`src/rtl/fpcvt_if.sv`:
```
// fpcvt data bundle: 13-bit integer sample in, registered S/E/F code out.
// The master drives D; the slave (converter) drives S, E and F.
interface fpcvt_if;
    logic [12:0] D;
    logic        S;
    logic [2:0]  E;
    logic [4:0]  F;

    modport master (
        output D,
        input  S,
        input  E,
        input  F
    );

    modport slave (
        input  D,
        output S,
        output E,
        output F
    );
endinterface

```
`src/rtl/fpcvt.sv`:
```
// Registered 13-bit two's-complement to 9-bit (S, E[2:0], F[4:0]) float converter.
// Value = (-1)^S * F * 2^E, round half up on the first dropped bit.
module fpcvt (
    input  logic    clk,
    input  logic    rst_n,
    fpcvt_if.slave  io
);
    logic [11:0] mag;
    logic [3:0]  lz;
    logic [5:0]  win;
    logic [4:0]  f0;
    logic        rbit;
    logic [2:0]  e0;
    logic [5:0]  f_inc;
    logic [2:0]  e_n;
    logic [4:0]  f_n;

    logic        s_q;
    logic [2:0]  e_q;
    logic [4:0]  f_q;

    // -4096 has no 12-bit magnitude; clamp it to the largest one
    always_comb begin
        mag = io.D[11:0];
        if (io.D == 13'h1000)
            mag = 12'hFFF;
        else if (io.D[12])
            mag = 12'(~io.D + 13'd1);
    end

    always_comb begin
        lz = 4'd12;
        for (int i = 0; i < 12; i++)
            if (mag[i])
                lz = 4'(11 - i);
    end

    // win holds the 5 significand bits plus the round bit below them
    always_comb begin
        win  = 6'(mag >> (4'd6 - lz));
        e0   = 3'd0;
        f0   = mag[4:0];
        rbit = 1'b0;
        if (lz <= 4'd6) begin
            e0   = 3'(4'd7 - lz);
            f0   = win[5:1];
            rbit = win[0];
        end
    end

    always_comb begin
        f_inc = {1'b0, f0} + {5'd0, rbit};
        e_n   = e0;
        f_n   = f_inc[4:0];
        if (f_inc[5]) begin
            if (e0 == 3'd7) begin
                e_n = 3'd7;
                f_n = 5'd31;
            end else begin
                e_n = e0 + 3'd1;
                f_n = 5'b10000;
            end
        end
    end

    always_ff @(posedge clk or negedge rst_n) begin
        if (!rst_n) begin
            s_q <= 1'b0;
            e_q <= 3'd0;
            f_q <= 5'd0;
        end else begin
            s_q <= io.D[12];
            e_q <= e_n;
            f_q <= f_n;
        end
    end

    assign io.S = s_q;
    assign io.E = e_q;
    assign io.F = f_q;
endmodule

```
`src/flat_wrapper.sv`:
```
// flat-port wrapper written by rule: the top's interface ports become plain ports
module fpcvt_flat 
  (clk, rst_n, io_D, io_S, io_E, io_F);
  fpcvt_if io_i ();
  input  logic clk;
  input  logic rst_n;
  input wire logic [$bits(io_i.D)-1:0] io_D;
  output wire logic [$bits(io_i.S)-1:0] io_S;
  output wire logic [$bits(io_i.E)-1:0] io_E;
  output wire logic [$bits(io_i.F)-1:0] io_F;
  assign io_i.D = io_D;
  assign io_S = io_i.S;
  assign io_E = io_i.E;
  assign io_F = io_i.F;
  fpcvt u_core (.clk(clk), .rst_n(rst_n), .io(io_i));
endmodule
```
`config.mk`:
```
export PLATFORM = sky130hd
export DESIGN_NAME = fpcvt_flat
export DESIGN_NICKNAME = d
export VERILOG_FILES = /design/src/rtl/fpcvt_if.sv /design/src/rtl/fpcvt.sv /design/src/flat_wrapper.sv
export SDC_FILE = /design/constraint.sdc
export NUM_CORES = 1
export LEC_CHECK = 0
export BUFFER_PORTS_ARGS = -buffer_cell sky130_fd_sc_hd__buf_2
export CAP_MARGIN = 20
export CELL_PAD_IN_SITES_DETAIL_PLACEMENT = 1
export CELL_PAD_IN_SITES_GLOBAL_PLACEMENT = 1
export CORE_MARGIN = 5
export CORE_UTILIZATION = 35
export CTS_BUF_LIST = sky130_fd_sc_hd__clkbuf_4 sky130_fd_sc_hd__clkbuf_8 sky130_fd_sc_hd__clkbuf_16
export CTS_CLUSTER_DIAMETER = 100
export CTS_CLUSTER_SIZE = 12
export DETAILED_ROUTE_END_ITERATION = 10
export GPL_TIMING_DRIVEN = 0
export PLACE_DENSITY = 0.73
export SYNTH_ARGS = -nofsm -noshare
export SYNTH_HDL_FRONTEND = slang
export SYNTH_SLANG_ARGS = --single-unit
export TNS_END_PERCENT = 5
```
`constraint.sdc`:
```
create_clock -name clk -period 0.8 [get_ports clk]
set_input_delay 0.04 -clock clk [delete_from_list [all_inputs] [get_ports clk]]
set_output_delay 0.04 -clock clk [all_outputs]
set_load 0.01 [all_outputs]
```
==> results of run 1 <==
==> registers in the layout (all words and copies together), names as in the netlist <==
| register | count |
|---|---|
| u_core.io.E | 3 |
| u_core.io.F | 5 |
| u_core.io.S | 1 |
==> metal layers <==
layer	part of all wire [%]	global-route usage (%)
met5	0	0
met4	0.95	5.316
met3	4.8	2.061
met1	44	27.17
met2	50	37.66
==> cell usage in the layout, fill, tap and decap left out, types with 4 or more instances in the layout <==
| cell | synthesis | layout |
|---|---|---|
| nand2b_1 | 5 | 5 |
| dfrtp_1 | 9 | 9 |
| a21o_1 | 5 | 5 |
| nor3_1 | 5 | 5 |
| buf_2 | 3 | 18 |
| buf_12 | 0 | 7 |
| buf_4 | 0 | 35 |
| mux2i_1 | 8 | 6 |
| inv_1 | 12 | 9 |
| nor2_1 | 17 | 17 |
| buf_6 | 6 | 5 |
| a21oi_2 | 1 | 5 |
| nand2_1 | 22 | 21 |
| nand3_1 | 5 | 4 |
| nor4_4 | 0 | 4 |
| or3_1 | 6 | 6 |
| o21ai_0 | 6 | 4 |
| clkbuf_2 | 0 | 4 |
| a21oi_1 | 18 | 14 |
==> final timing paths <==
check	start	to	slack (ns)
setup / recovery	io_D[1]	u_core.io.F[0]$_DFF_PN0_	-3.27
hold / removal	rst_n	u_core.io.E[2]$_DFF_PN0_	0.19
max in group asynchronous	rst_n	u_core.io.F[3]$_DFF_PN0_	0.44
min in group clk	io_D[0]	u_core.io.F[0]$_DFF_PN0_	0.44
==> cell families (layout without fill, tap and decap cells) <==
family,after synthesis,in the layout,synth area share [%]
and+or+nand+nor,95,95,29.87
AOI/OAI and AO/OA,76,76,32.06
buffers and inverters,28,91,8.544
muxes,15,15,10.73
DFF,9,9,12.30
adders and majority gates,6,6,4.101
xor gates and xnor gates,5,5,2.392
==> through the flow <==
stage	std cells	utilization, %	area [um2]	total power, mW	setup slack, ns
after CTS	353	51.30	2620	3.378	-3.192
after detailed placement	323	41.28	2108	2.455	-4.147
final	367	54.88	2803	3.587	-3.269
after floorplan	234	-	1926	1.956	-3.351
after global placement	323	41.28	2108	2.411	-4.085
after global routing	367	54.88	2803	3.809	-3.398
==> synth_stat cells, drive strengths merged (7+ instances only) <==
library cell  count  area share (%)
inv              13             2.8
a21oi            19             5.4
nor2             17             3.5
dfrtp             9              12
o21ai             8             2.2
mux2i             8             4.4
or3               7             2.7
nand2            22             4.5
buf               9             4.5
o22ai             7             2.7
nor4              7             3.8
==> where the power goes <==
group | internal [mW] | switching [mW]
sequential | 0.579 | 0.0220
combinational | 1.19 | 1.25
clock | 0.379 | 0.161
total | 2.15 | 1.43
==> layout make-up <==
class | instances | area [um2] | area share (%)
inverter | 13 | 51.30 | 1.830
timing repair buffer | 60 | 470.5 | 16.79
clock buffer | 4 | 48.80 | 1.741
multi-input combinational | 197 | 1757 | 62.68
tap | 70 | 87.58 | 3.125
sequential | 9 | 225.2 | 8.036
buffer | 14 | 162.7 | 5.804
==> repair_timing <==
| item | 4_1_cts | 5_1_grt |
|---|---|---|
| hold endpoints to repair | 10 | 0 |
| endpoints found under the setup margin | 8 | 8 |
| hold buffers | 2 | 0 |
| gates resized for setup | 49 | 19 |
| pin swaps | 25 | 18 |
| setup buffers | 25 | 14 |
==> results.tsv, run 1 <==
stage	metric	value	unit
detailed_routing	drc	0	
die	dieHeight	82.32	um
critical_path	crit_required	0.91	ns
sta	fin_ws	-3.269	ns
critical_path	cp_slowest_cell	or4_4	
critical_path	cp.arrival	4.18	ns
clocking	cts.sinks	9	
layout	drive_gt1_share	47.14	%
status	violations	negative setup slack	
place	hpwlAfterDp	4.549	mm
clocking	cts_made_buffers	3	
clocking	clk_pin_slew	0.04	ns
critical_path	critPathTopFamily	compound AO/OA/AOI/OAI gates	
logic_synthesis	synth_cells	234	
detailed_routing	final_antenna_net_count	0	
logic_synthesis	syn-num-nets	255	
critical_path	worst-path-stages	19	
power	leakagePower	1.158	nW
die	ios	24	
detailed_routing	first_pass_iters	4	
critical_path	cpMostUsedCell	buf_6	
detailed_routing	viasPerCell	5.910	
critical_path	max_stage_delay	0.52	ns
power	power-per-cell-area	1280	nW/um2
logic_synthesis	synth_seq_cells	9	
place	gp_congestion	0.9060	
sta	fin_hold_ws	0.1942	ns
power	irDropWorstVdd	1008	uV
sta	setup_viol	8	
clocking	htreeDepth	1	
critical_path	path_buf_inv	5	
global_route	grt_antenna_before_repair	0	
clocking	cts-root-buf	clkbuf_8	
clocking	cts_max_path_buffers	2	
global_route	globalRouteOverflowTotal	0	
sta	rsz0062_at_grt	yes	
status	outcome	complete, but fails checks	
clocking	cts_tree	yes	
global_route	grt_pass1_wl	11.15	mm
layout	nets	319	
layout	antenna_cells	0	
logic_synthesis	ys_types	69	
sta	finalMaxSlewViolations	0	
die	die-area	6777	um2
worst_hold_path	min_path_type	in2async	
sta	relSlewSlack	51.82	%
sta	fin_setup_tns	-25.45	ns
global_route	grt_max_degree	11	
logic_synthesis	synth_edf_count	0	
critical_path	worstSetupEndpointType	flop	
sta	tightest_slew	0.7173	ns
global_route	grt_pass1_vias	2224	
logic_synthesis	syn_area	1831	um2
detailed_routing	detail_route.iter0.violations	136	
critical_path	path_max_fanout	6	
place	io_buffers	19	
critical_path	crit_chain	buf_6 -> or4_4 -> buf_12 -> a311oi_4 -> a2bb2oi_2 -> o21ai_1 -> a211o_4 -> ha_4 -> buf_8 -> clkbuf_16 -> mux4_2 -> or2_4 -> a21oi_2 -> ha_2 -> nand3_2 -> o22ai_4 -> and4_1 -> buf_6 -> mux2_4	
detailed_routing	route.detailed.wl_per_inst	19.52	um
detailed_routing	wl	7.165	mm
logic_synthesis	seq_area_frac_synth	12.30	%
logic_synthesis	async_flop_share	100.0	%
logic_synthesis	ys.flop_type	dfrtp_1	
layout	fill_cells	603	
sta	period_share	508.6	%
job	cap_violations	0	
global_route	grt_use_total	21.18	%
logic_synthesis	yosys_warnings	0	
die	die_x	82.32	um
logic_synthesis	avgSynthCellArea	7.823	um2
layout	area_delta_synth_final	53.11	%
critical_path	start_kind	primary input	
die	rows	26	
detailed_routing	vias	2169	
die	initial_utilization	35.84	%
sta	period_minus_slack	4.069	ns
critical_path	path_class	in2reg	
sta	hold_violations	0	
die	fp.coreArea	5107	um2
sta	fmax	245.8	MHz
(Power assumes the default switching activity.)
==> inputs of run 2 (changes only) <==
ABC_AREA = 1   (was default)
HOLD_SLACK_MARGIN = 0.15   (was default)
PLACE_DENSITY = 0.77   (was 0.73)
==> results.tsv, run 2 <==
stage	metric	value	unit
logic_synthesis	async_flop_share	100.0	%
power	pwr-share-comb	70.1	%
sta	relSlewSlack	83.09	%
die	die_x	80.21	um
sta	finalMaxSlewViolations	0	
layout	area_delta_synth_final	57.94	%
job	cap_violations	0	
global_route	grt_pass1_vias	2122	
logic_synthesis	synth.area.top_cells	nand2_1 (17%), dfrtp_1 (13%), nand3_1 (7.3%)	
sta	setup_viol	8	
worst_hold_path	min_path_type	in2async	
detailed_routing	vias	2051	
layout	layout_common_cells	nand2_1 (74), buf_4 (34), buf_2 (21)	
detailed_routing	route.detailed.wl_per_inst	15.71	um
power	power.internal	2.109	mW
power	p_seq_share	15.5	%
detailed_routing	viasPerCell	5.027	
power	p_sw	1.935	mW
power	leakagePower	1.354	nW
global_route	globalRouteOverflowTotal	0	
clocking	cts_max_path_buffers	2	
place	hpwlAfterDp	4.076	mm
logic_synthesis	ys.flop_type	dfrtp_1	
layout	layout_commonest_cell	nand2_1	
logic_synthesis	synth_top_area_share	17.19	%
power	p_clk_share	14.4	%
die	ios	24	
sta	tightest_slew	0.2527	ns
sta	hold_violations	0	
logic_synthesis	synth_cells	273	
critical_path	crit_required	0.93	ns
sta	period_minus_slack	3.019	ns
clocking	htreeDepth	1	
layout	antenna_cells	0	
die	rows	25	
global_route	grt_use_total	19.65	%
power	p_sw_share	47.84	%
logic_synthesis	seq_area_frac_synth	13.05	%
logic_synthesis	post-synth-top-count-cell	nand2_1	
critical_path	max_stage_delay	0.25	ns
place	io_buffers	23	
power	power-per-cell-area	1484	nW/um2
die	initial_utilization	36.29	%
status	outcome	complete, but fails checks	
die	fp.coreArea	4755	um2
die	die-area	6434	um2
logic_synthesis	yosys_warnings	0	
sta	period_share	377.4	%
critical_path	start_kind	primary input	
global_route	grt_max_degree	11	
clocking	cts.sinks	9	
logic_synthesis	yosysTopAreaCell	nand2_1	
sta	fmax	331.2	MHz
critical_path	cpMostUsedCell	nand2_1	
critical_path	worstSetupEndpointType	flop	
detailed_routing	wl	6.411	mm
global_route	grt_antenna_before_repair	0	
critical_path	path_max_fanout	7	
detailed_routing	first_pass_iters	4	
critical_path	cp_slowest_cell	ha_2	
sta	fin_ws	-2.219	ns
layout	drive_gt1_share	51.91	%
place	pre_cts_slack	-2.773	ns
critical_path	path_class	in2reg	
layout	largest_register_ffs	5	
detailed_routing	final_antenna_net_count	0	
clocking	cts-root-buf	clkbuf_8	
clocking	cts_made_buffers	3	
global_route	grt_pass1_wl	10.02	mm
detailed_routing	drc	0	
clocking	clk_pin_slew	0.04	ns
critical_path	cp.arrival	3.14	ns
logic_synthesis	ys_types	36	
logic_synthesis	yosys-top-cells-count	nand2_1 (79), inv_1 (27), nand3_1 (25), nor2_1 (23), nand2_2 (17)	
logic_synthesis	avgSynthCellArea	6.320	um2
layout	fin_area	2725	um2
layout	nets	363	
place	place_area	2036	um2
sta	rsz0062_at_grt	yes	
power	irDropWorstVdd	688.1	uV
die	dieHeight	80.21	um
logic_synthesis	synth_edf_count	0	
status	violations	negative setup slack	
clocking	cts_tree	yes	
logic_synthesis	synth_seq_cells	9	
logic_synthesis	syn-num-nets	294	
logic_synthesis	syn_area	1725	um2
detailed_routing	detail_route.iter0.violations	48	
place	gp_congestion	0.8155	
## run 2: cell type report
cell class                      instances  area [um2]
Clock buffer                            4       48.80
Tap cell                               67       83.83
Inverter                               40       182.7
Buffer                                  3       40.04
Timing Repair Buffer                   64       496.7
Sequential cell                         9       225.2
Multi-Input combinational cell        221        1648
Fill cell                             617        2029
## run 2: stage by stage
stage | cells | util [%] | total power, mW | hold WS (ns) | setup TNS [ns]
final | 408 | 57.32 | 4.043 | 0.1975 | -17.23
after global routing | 408 | 57.32 | 4.361 | 0.2250 | -19.01
after CTS | 396 | 52.55 | 3.676 | 0.1869 | -16.70
after detailed placement | 363 | 42.82 | 2.773 | -0.09732 | -20.64
after global placement | 363 | 42.82 | 2.716 | -0.1025 | -20.08
after floorplan | 273 | - | 2.248 | -0.2556 | -15.51
## run 2: worst max-delay path by stage
stage | startpoint | to | slack, ns | cells past startpoint
floorplan | io_D[1] | u_core.io.F[4]$_DFF_PN0_ | -2.11 | 29
global placement | io_D[0] | u_core.io.F[4]$_DFF_PN0_ | -2.68 | 31
detailed placement | io_D[0] | u_core.io.F[4]$_DFF_PN0_ | -2.77 | 29
CTS | io_D[0] | u_core.io.F[4]$_DFF_PN0_ | -2.13 | 29
global route | io_D[1] | u_core.io.E[1]$_DFF_PN0_ | -2.44 | 28
finish | io_D[0] | u_core.io.E[1]$_DFF_PN0_ | -2.22 | 29
## run 2: kinds of logic (layout without fill, tap and decap cells)
| kind of cell | after synthesis | count (layout) | share of synthesized area (%) |
|---|---|---|---|
| compound gates | 26 | 26 | 11.31 |
| xor+xnor | 1 | 1 | 0.5077 |
| fa+ha+maj | 6 | 6 | 4.351 |
| buf+inv | 43 | 111 | 10.51 |
| flops | 9 | 9 | 13.05 |
| simple gates | 188 | 188 | 60.26 |
## run 2: critical path, delay by kind of cell
| kind | cells | cell delay [ns] |
|---|---|---|
| AO/OA/AOI/OAI | 3 | 0.30 |
| XOR/XNOR | 1 | 0.17 |
| adder cells (fa/ha/maj) | 3 | 0.59 |
| buffers and inverters | 5 | 0.52 |
| AND/OR/NAND/NOR | 17 | 1.52 |
## run 2: repair_timing
action                                 4_1_cts  5_1_grt
pin swaps                                   22       29
gates cloned                                 1        0
gates resized for setup                     43       30
setup endpoints to repair                    8        9
buffers inserted                            26       12
hold buffers                                 2        0
endpoints found under the hold margin       10        0
## run 2: metal layers
metal	GRT usage [%]	share of wire [%]	wire length [um]
met1	24.56	43	2758
met2	35.76	53	3412
met3	1.457	1.5	93
met4	5.405	2.3	147
met5	0	0	0
## run 2: power groups by stage
| stage | logic, mW | clock network [mW] | registers (mW) |
|---|---|---|---|
| floorplan | 1.54 | 0 | 0.708 |
| global placement | 2.09 | 0 | 0.621 |
| detailed placement | 2.14 | 0 | 0.629 |
| CTS | 2.47 | 0.580 | 0.622 |
| global route | 3.11 | 0.611 | 0.638 |
| finish | 2.83 | 0.583 | 0.626 |
